**config.mk**
```make
export PLATFORM = sky130hd
export DESIGN_NAME = bath_heater_ctrl
export DESIGN_NICKNAME = d
export VERILOG_FILES = /design/src/rtl/bath_pkg.sv /design/src/rtl/bath_min_timer.sv /design/src/rtl/bath_heater_ctrl.sv
export SDC_FILE = /design/constraint.sdc
export NUM_CORES = 1
export LEC_CHECK = 0
export ABC_AREA = 1
export CORE_ASPECT_RATIO = 1.4
export CORE_MARGIN = 1.5
export CORE_UTILIZATION = 35
export DETAILED_ROUTE_END_ITERATION = 10
export HOLD_SLACK_MARGIN = 0.06
export SETUP_SLACK_MARGIN = 0.2
export SLEW_MARGIN = 15
export SYNTH_ARGS = -nofsm -noshare
export SYNTH_HDL_FRONTEND = slang
export SYNTH_SLANG_ARGS = --single-unit
```
**constraint.sdc**
```tcl
create_clock -name clk -period 2.62 [get_ports clk]
set_clock_uncertainty 0.05 [all_clocks]
set_input_delay 0.524 -clock clk [delete_from_list [all_inputs] [get_ports clk]]
set_output_delay 0.524 -clock clk [all_outputs]
set_load 0.05 [all_outputs]
```
**src/rtl/bath_pkg.sv**
```systemverilog
// Shared types and constants for the bath heater controller.
// Optional cooldown stage is enabled by defining HEAT_COOLDOWN_EN.
package bath_pkg;

  typedef enum logic [2:0] {
    ST_OFF     = 3'd0,
    ST_IDLE    = 3'd1,
    ST_VENT    = 3'd2,
    ST_HEAT_LO = 3'd3,
    ST_HEAT_HI = 3'd4,
    ST_COOL    = 3'd5
  } bath_state_t;

  localparam int unsigned KEY_PWR   = 0;
  localparam int unsigned KEY_HEAT  = 1;
  localparam int unsigned KEY_FAN   = 2;
  localparam int unsigned KEY_LIGHT = 3;
  localparam int unsigned KEY_TIMER = 4;

  localparam logic [5:0] TIMER_STEP_DEFAULT = 6'd10;
  localparam logic [5:0] TIMER_MAX_DEFAULT  = 6'd60;

endpackage

```
**src/rtl/bath_min_timer.sv**
```systemverilog
// Auto-off minute timer: prescaler, minutes register, add/cancel/decrement.
// expire is a combinational one-cycle pulse on the terminal tick of the last minute.
module bath_min_timer
  import bath_pkg::*;
#(
  parameter logic [31:0] MIN_CYCLES = 32'd3_000_000_000,
  parameter logic [5:0]  TIMER_STEP = TIMER_STEP_DEFAULT,
  parameter logic [5:0]  TIMER_MAX  = TIMER_MAX_DEFAULT
) (
  input  logic       clk,
  input  logic       rst,
  input  logic       run,
  input  logic       add,
  input  logic       clear,
  output logic [5:0] timer_min,
  output logic       expire
);

  logic [31:0] presc;
  logic [6:0]  sum;
  logic        active;
  logic        tick;

  always_comb begin
    sum    = {1'b0, timer_min} + {1'b0, TIMER_STEP};
    active = run && (timer_min != '0);
    tick   = active && (presc == MIN_CYCLES - 32'd1);
    expire = tick && (timer_min == 6'd1);
  end

  // clear (entering OFF) beats add, add beats a coincident tick
  always_ff @(posedge clk) begin
    if (rst || clear) begin
      presc     <= '0;
      timer_min <= '0;
    end else if (add) begin
      presc     <= '0;
      timer_min <= (sum > {1'b0, TIMER_MAX}) ? '0 : sum[5:0];
    end else if (tick) begin
      presc     <= '0;
      timer_min <= timer_min - 6'd1;
    end else if (active) begin
      presc     <= presc + 32'd1;
    end
  end

endmodule

```
**src/rtl/bath_heater_ctrl.sv**
```systemverilog
// Bath heater mode FSM: power, two heat levels, vent, light and auto-off timer.
// Define HEAT_COOLDOWN_EN to include the fan run-on COOL state.
module bath_heater_ctrl
  import bath_pkg::*;
#(
  parameter logic [31:0] MIN_CYCLES  = 32'd3_000_000_000,
  parameter logic [31:0] COOL_CYCLES = 32'd1_500_000_000,
  parameter logic [5:0]  TIMER_STEP  = TIMER_STEP_DEFAULT,
  parameter logic [5:0]  TIMER_MAX   = TIMER_MAX_DEFAULT
) (
  input  logic       clk,
  input  logic       rst,
  input  logic [4:0] key_pulse,
  output logic       heat_lo,
  output logic       heat_hi,
  output logic       fan_on,
  output logic       light_on,
  output logic [5:0] timer_min,
  output logic [2:0] state
);

  bath_state_t state_q, state_d;
  logic        light_q, light_d;
  logic        timer_add, timer_expire, timer_run, enter_off;
  logic        pwr_cmd, to_cool, cool_pend;

`ifdef HEAT_COOLDOWN_EN
  logic        off_pend_q, off_pend_d;
  logic [31:0] cool_cnt;
  logic        cool_done;

  assign cool_done = (state_q == ST_COOL) && (cool_cnt == COOL_CYCLES - 32'd1);
`else
  logic unused_cool_cfg;
  assign unused_cool_cfg = ^COOL_CYCLES;
`endif

  assign timer_run = (state_q != ST_OFF);
  assign enter_off = (state_d == ST_OFF);

  always_comb begin
    state_d   = state_q;
    light_d   = light_q;
    timer_add = 1'b0;
    to_cool   = 1'b0;
    cool_pend = 1'b0;
`ifdef HEAT_COOLDOWN_EN
    off_pend_d = off_pend_q;
`endif
    // timer expiry acts as a power press and outranks any real key
    pwr_cmd = key_pulse[KEY_PWR] || timer_expire;

    if (pwr_cmd) begin
      case (state_q)
        ST_OFF:                 state_d = ST_IDLE;
        ST_IDLE, ST_VENT:       state_d = ST_OFF;
        ST_HEAT_LO, ST_HEAT_HI: begin
          to_cool   = 1'b1;
          cool_pend = 1'b1;
        end
        default: ;
      endcase
    end else if (key_pulse[KEY_HEAT]) begin
      case (state_q)
        ST_IDLE, ST_VENT: state_d = ST_HEAT_LO;
        ST_HEAT_LO:       state_d = ST_HEAT_HI;
        ST_HEAT_HI:       to_cool = 1'b1;
        ST_COOL: begin
          state_d = ST_HEAT_LO;
`ifdef HEAT_COOLDOWN_EN
          off_pend_d = 1'b0;
`endif
        end
        default: ;
      endcase
    end else if (key_pulse[KEY_FAN]) begin
      case (state_q)
        ST_IDLE: state_d = ST_VENT;
        ST_VENT: state_d = ST_IDLE;
        default: ;
      endcase
    end else if (key_pulse[KEY_TIMER]) begin
      timer_add = (state_q != ST_OFF);
    end

    if (to_cool) begin
`ifdef HEAT_COOLDOWN_EN
      state_d    = ST_COOL;
      off_pend_d = cool_pend;
`else
      state_d = cool_pend ? ST_OFF : ST_IDLE;
`endif
    end

`ifdef HEAT_COOLDOWN_EN
    // cooldown expiry only applies when this cycle's command left COOL in place
    if (cool_done && (state_d == ST_COOL)) begin
      state_d = off_pend_q ? ST_OFF : ST_IDLE;
    end
`endif

    if (key_pulse[KEY_LIGHT] && (state_q != ST_OFF)) light_d = !light_q;
    if (state_d == ST_OFF) light_d = 1'b0;
  end

  always_ff @(posedge clk) begin
    if (rst) begin
      state_q <= ST_OFF;
      light_q <= 1'b0;
      heat_lo <= 1'b0;
      heat_hi <= 1'b0;
      fan_on  <= 1'b0;
    end else begin
      state_q <= state_d;
      light_q <= light_d;
      heat_lo <= (state_d == ST_HEAT_LO);
      heat_hi <= (state_d == ST_HEAT_HI);
      fan_on  <= (state_d inside {ST_VENT, ST_HEAT_LO, ST_HEAT_HI, ST_COOL});
    end
  end

`ifdef HEAT_COOLDOWN_EN
  always_ff @(posedge clk) begin
    if (rst) begin
      off_pend_q <= 1'b0;
      cool_cnt   <= '0;
    end else begin
      off_pend_q <= off_pend_d;
      if ((state_q == ST_COOL) && (state_d == ST_COOL)) cool_cnt <= cool_cnt + 32'd1;
      else                                              cool_cnt <= '0;
    end
  end
`endif

  bath_min_timer #(
    .MIN_CYCLES (MIN_CYCLES),
    .TIMER_STEP (TIMER_STEP),
    .TIMER_MAX  (TIMER_MAX)
  ) u_min_timer (
    .clk       (clk),
    .rst       (rst),
    .run       (timer_run),
    .add       (timer_add),
    .clear     (enter_off),
    .timer_min (timer_min),
    .expire    (timer_expire)
  );

  assign light_on = light_q;
  assign state    = state_q;

endmodule

```
; Word level (Yosys, flattened, before mapping)
; Index checks and enable logic that the tools add are counted.
[word_totals]
reg_bits = 45
[classes]
n_addsub = 3
eq_ne = 11
order_cmp = 1
muxes = 20
n_reduce_logical = 18
[ops]
columns = op, n
row1 = adder 32 x 1 -> 32 bit (second input constant), 1
row2 = equality test 32 bit (second input constant), 1
row3 = 2-to-1 mux 6 bit, 3
row4 = one-hot mux 3 bit (2 select lines), 3
row5 = equality test 3 x 2 -> 1 bit (second input constant), 4
row6 = equality test 3 bit (second input constant), 4
row7 = 2-to-1 mux 3 bit, 4
row8 = 2-to-1 mux 1 bit, 10
row9 = adder 6 x 4 -> 7 bit (second input constant), 1
row10 = > comparator 7 x 6 -> 1 bit (second input constant), 1
row11 = equality test 6 x 1 -> 1 bit (second input constant), 1
row12 = logical NOT 3 bit, 2
row13 = nonzero test 6 bit, 1
row14 = OR reduction 2 bit, 3
row15 = OR reduction 3 bit, 2
row16 = subtractor 6 x 1 -> 6 bit (second input constant), 1
row17 = logical AND 1 bit, 4
row18 = nonzero test 4 bit, 1
row19 = equality test 3 x 1 -> 1 bit (second input constant), 1
row20 = nonzero test 3 bit, 1
row21 = logical OR 1 bit, 2
row22 = nonzero test 2 bit, 1
row23 = logical NOT 1 bit, 1

; Logic depth before layout (Yosys ltp)
[logic_depth]
depth_word = 11
mapped_depth = 16
ltp_nobuf = 15

; Hierarchy
; A second synthesis with hierarchy kept.
[unflattened]
cells_unflattened = 518
hier_area_um2 = 3170.5
[by_module_without_submodules]
columns = mod, cells_each, area_per_inst_um2, instances
row1 = bath_min_timer, 445, 2697.6, 1
row2 = bath_heater_ctrl, 73, 473.0, 1

; Worst setup path before layout
; No wires, ideal clock.
[synth_timing]
path_type = flip-flop to flip-flop
startpoint = register u_min_timer.timer_min[1]
endpoint = register u_min_timer.presc[20]
t_arrival_ns = 2.384
stages_incl_launch_ff = 16
t_required_ns = 2.446
n_path_buf = 1
slack_ns = 0.062
path_cell_list = dfxtp_1 > inv_1 > ha_1 > nand3_4 > nand2_8 > inv_8 > nand4_4 > nand2_4 > nand2_2 > nand2_4 > nor2_4 > nand2_1 > nand3_4 > nand2_8 > buf_12 > nor2_4
[synth_via]
elab_chain_cells = 11
elab_cells_between_ends = 15
[synth_lines]
columns = item, line
row1 = "start, declared", bath_min_timer.sv:15  ; output logic [5:0] timer_min,
row2 = "start signal, assigned", bath_min_timer.sv:38  ; timer_min <= (sum > {1'b0, TIMER_MAX}) ? '0 : sum[5:0];
row3 = "start signal, assigned", bath_min_timer.sv:41  ; timer_min <= timer_min - 6'd1;
row4 = nonzero test 6 bit, bath_min_timer.sv:26  ; active = run && (timer_min != '0);
row5 = logical AND 1 bit, bath_min_timer.sv:26
row6 = logical AND 1 bit, bath_min_timer.sv:27  ; tick = active && (presc == MIN_CYCLES - 32'd1);
row7 = logical AND 1 bit, bath_min_timer.sv:28  ; expire = tick && (timer_min == 6'd1);
row8 = logical OR 1 bit, bath_heater_ctrl.sv:51  ; pwr_cmd = key_pulse[KEY_PWR] || timer_expire;
row9 = 2-to-1 mux 1 bit, bath_heater_ctrl.sv:53  ; if (pwr_cmd) begin
row10 = 2-to-1 mux 1 bit, bath_heater_ctrl.sv:91  ; state_d = cool_pend ? ST_OFF : ST_IDLE;
row11 = 2-to-1 mux 3 bit, bath_heater_ctrl.sv:86  ; if (to_cool) begin
row12 = logical NOT 3 bit, bath_heater_ctrl.sv:39  ; assign enter_off = (state_d == ST_OFF);
row13 = logical OR 1 bit, bath_min_timer.sv:33  ; if (rst || clear) begin
row14 = OR reduction 3 bit (no line), n/a
row15 = "end signal, assigned", bath_min_timer.sv:43  ; presc <= presc + 32'd1;
row16 = "end, declared", bath_min_timer.sv:19  ; logic [31:0] presc;
; Parallel ways exist; a longest one is shown, timed or not.
; A chain may end at the register's enable or synchronous reset.

; Worst setup path after layout
[layout_timing]
startpoint = register state_q[0] (netlist: state[0])
endpoint = output port state[0]
[layout_lines]
columns = item, line
row1 = "start, declared", bath_heater_ctrl.sv:22  ; bath_state_t state_q, state_d;
row2 = "start signal, assigned", bath_heater_ctrl.sv:114  ; state_q <= state_d;
row3 = "end, declared", bath_heater_ctrl.sv:19  ; output logic [2:0] state
; No word-level cell between the ends.

==> key figures <==
Status
  • Status: finished, final reports clean

Detailed routing
  • DRC: 0
  • Post-route ant nets: 0
  • Drt first pass iters: 4
  • WL final: 6.149 mm
  • Wirelength per Cell: 11.26 µm
  • Vias: 2492
  • Vias per cell: 4.564
  • Initial detailed-routing violation count: 81

Clocking
  • CTS Hold Buffers Added: 0
  • Clock buffer depth: 2
  • Clk_lat worst skew: 0.28 ns
  • CTS clk-pin slew, worst paths: 0.06 ns
  • Root buf cell: clkbuf_16
  • TritonCTS clock tree: built
  • Num CTS Buffers: 5
  • Clock Sink Count: 45
  • CTS H-Tree Depth: 2

Synthesis
  • Top FF cell, synth: dfxtp_1
  • Syn Inst Count: 406
  • Leading area contributor after synthesis: dfxtp_1
  • Synth cell types: 31
  • Synth warn: 0
  • Top-count cell post-synth: nand2_1
  • Yosys top cell area share: 0.2933
  • #FFs+latches synth: 45
  • Cell Area, Synth: 3072 µm²
  • Seq/Total Area, Yosys: 0.2933
  • Number of enable flip-flop cells after synthesis: 0
  • Largest cells by area after synthesis: dfxtp_1 29%, nor2_4 12%, nand2_1 11%
  • Most common library cells after synthesis: 90 x nand2_1, 58 x inv_1, 45 x dfxtp_1
  • Syn Area/Cell: 7.566 µm²
  • Syn Nets: 421
  • Post-synth ARST share: 0

Placement
  • Place WS: 0.1492 ns
  • HPWL after DPL: 4.780 mm
  • Placed cells: 534
  • RD Place Congestion: 0.8534
  • PortBufs: 19

STA
  • Endpoints failing setup: 0
  • Slew headroom: 0.6638
  • Worst Slack Setup Final: 0.3581 ns
  • Worst-Margin Slew: 0.5027 ns
  • Unrepaired setup endpoints after global routing: no
  • Worst hold slack: 0.5013 ns
  • Tmin final: 2.262 ns
  • Max Clk Rate: 0.4421 GHz
  • Fin. Hold Viols: 0
  • Setup TNS: 0 ns
  • Tcrit/Tclk final: 0.8633
  • Final Max Tran Viols: 0

Setup path
  • Crit path cell chain: clkdlybuf4s50_1
  • Crit path DAT: 1.69 ns
  • Crit path capture type: primary output
  • Largest delay share family, worst path: buffers and inverters
  • CP Class: reg2out
  • Worst reg2reg startpoint: u_min_timer.timer_min[0]$_SDFFE_PP0P_
  • Critical path origin: state[0]$_SDFF_PP0_
  • WP data required: 2.05 ns
  • CP max stage delay: 0.87 ns
  • Worst Path Buf+Inv: 1
  • Crit Path Max Fanout: 9
  • CP Launch Type: register
  • Critical-path top delay cell: clkdlybuf4s50_1

Final layout
  • Area grow syn2layout: 18.17%
  • Fin cells: 546
  • Antenna cells: 0
  • Final #Nets: 455
  • Share of layout cells above drive strength 1: 0.2041
  • Post-Route Utilization: 0.4241

Floorplanning
  • Die area: 9355 µm²
  • Rows: 40
  • Die extent in x: 82.18 µm
  • Starting Density: 0.3589
  • Core ar.: 8558 µm²
  • # IOs: 20
  • DIE HEIGHT: 113.8 µm

Global route
  • All-Layer GR Usage: 0.1439
  • Largest net degree at the start of global routing: 14
  • Vias in the first global route: 2484
  • GRT overflow: 0
  • Initial antenna violation count: 0
  • First-pass GRT wire length: 10.59 mm

Hold path
  • Hold path startpoint: light_on$_SDFFE_PP0P_
  • HP Class: reg2reg

Power and ir drop
  • Max IR drop VDD: 328.2 µV
  • P_leak: 1.404 nW
  • Power Density: 494.7 nW/µm²

Job
  • Maxcap violations: 0
-- final timing paths --
kind,to,slack [ns],cells past startpoint
worst max register to register,u_min_timer.presc[12]$_SDFFE_PP0P_,0.37,15
worst min-delay path,light_on$_SDFFE_PP0P_,0.50,3
worst min register to register,light_on$_SDFFE_PP0P_,0.50,3
worst max-delay path,state[0],0.36,1
-- metrics by stage --
step | total power [W] | cell area (µm²)
6_report | 0.001796 | 3630
3_5_place_dp | 0.001174 | 3416
2_1_floorplan | 0.001084 | 3074
5_1_grt | 0.001890 | 3630
3_3_place_gp | 0.001169 | 3416
4_1_cts | 0.001791 | 3555
-- sequential cells by signal, summed over array words and instances (netlist names) --
register,flops
fan_on,1
light_on,1
state,3
u_min_timer.timer_min,6
heat_lo,1
u_min_timer.presc,32
heat_hi,1
-- kinds of logic after synthesis --
| kind of cell | share of synthesized area |
|---|---|
| AOI/OAI and AO/OA | 0.04521 |
| muxes | 0.003259 |
| xor gates and xnor gates | 0.09409 |
| DFF | 0.2933 |
| buffers and inverters | 0.09939 |
| adders and majority gates | 0.03259 |
| and+or+nand+nor | 0.4322 |
-- cell usage in the layout, fill, tap and decap left out, types with 2 or more instances in the layout --
| master | synthesis | routed |
|---|---|---|
| nand3_1 | 13 | 13 |
| o21ai_0 | 17 | 17 |
| clkdlybuf4s50_1 | 0 | 19 |
| xnor2_1 | 7 | 7 |
| nand2_4 | 3 | 3 |
| nor2_2 | 8 | 10 |
| nand3_4 | 2 | 2 |
| clkinv_2 | 0 | 2 |
| ha_1 | 8 | 8 |
| buf_4 | 0 | 8 |
| xor2_2 | 0 | 2 |
| nand2_2 | 5 | 6 |
| nand2_1 | 90 | 89 |
| xor2_1 | 26 | 24 |
| nor2_4 | 34 | 34 |
| inv_2 | 3 | 4 |
| nand2_8 | 2 | 2 |
| nor3_1 | 15 | 15 |
| o22ai_1 | 3 | 3 |
| nor4_1 | 4 | 4 |
| buf_12 | 3 | 2 |
| nand3_2 | 2 | 2 |
| a21oi_1 | 7 | 7 |
| inv_1 | 58 | 57 |
| dfxtp_2 | 0 | 3 |
| dfxtp_1 | 45 | 42 |
| clkbuf_16 | 0 | 6 |
| nor2_1 | 37 | 35 |
| nand4_1 | 6 | 6 |
-- metal layers --
layer / GRT usage / vias up / wire (µm)
li1: - / 1323 / -
met1: 0.1581 / 1140 / 2607
met2: 0.2672 / 22 / 3323
met3: 0.02960 / 7 / 126
met4: 0.04520 / 0 / 92
met5: 0 / - / 0
-- what timing repair did --
action                     CTS  global route
resized for setup            0             8
setup buffers                0             3
setup endpoints to repair    0            32
-- layout make-up --
type,count,area [µm²]
Inverter,62,240.2
Fill cell,878,4928
Timing Repair Buffer,31,326.6
Sequential cell,45,904.6
Clock inverter,2,10.01
Clock buffer,6,128.9
Tap cell,105,131.4
Multi-Input combinational cell,295,1888
-- power breakdown --
part           internal (W)  leakage [nW]  switching [W]
registers          0.000703         0.365      0.0000226
clock network      0.000350        0.0706       0.000252
logic              0.000177         0.969       0.000291
Note: power is estimated with default switching activity, not from simulation.
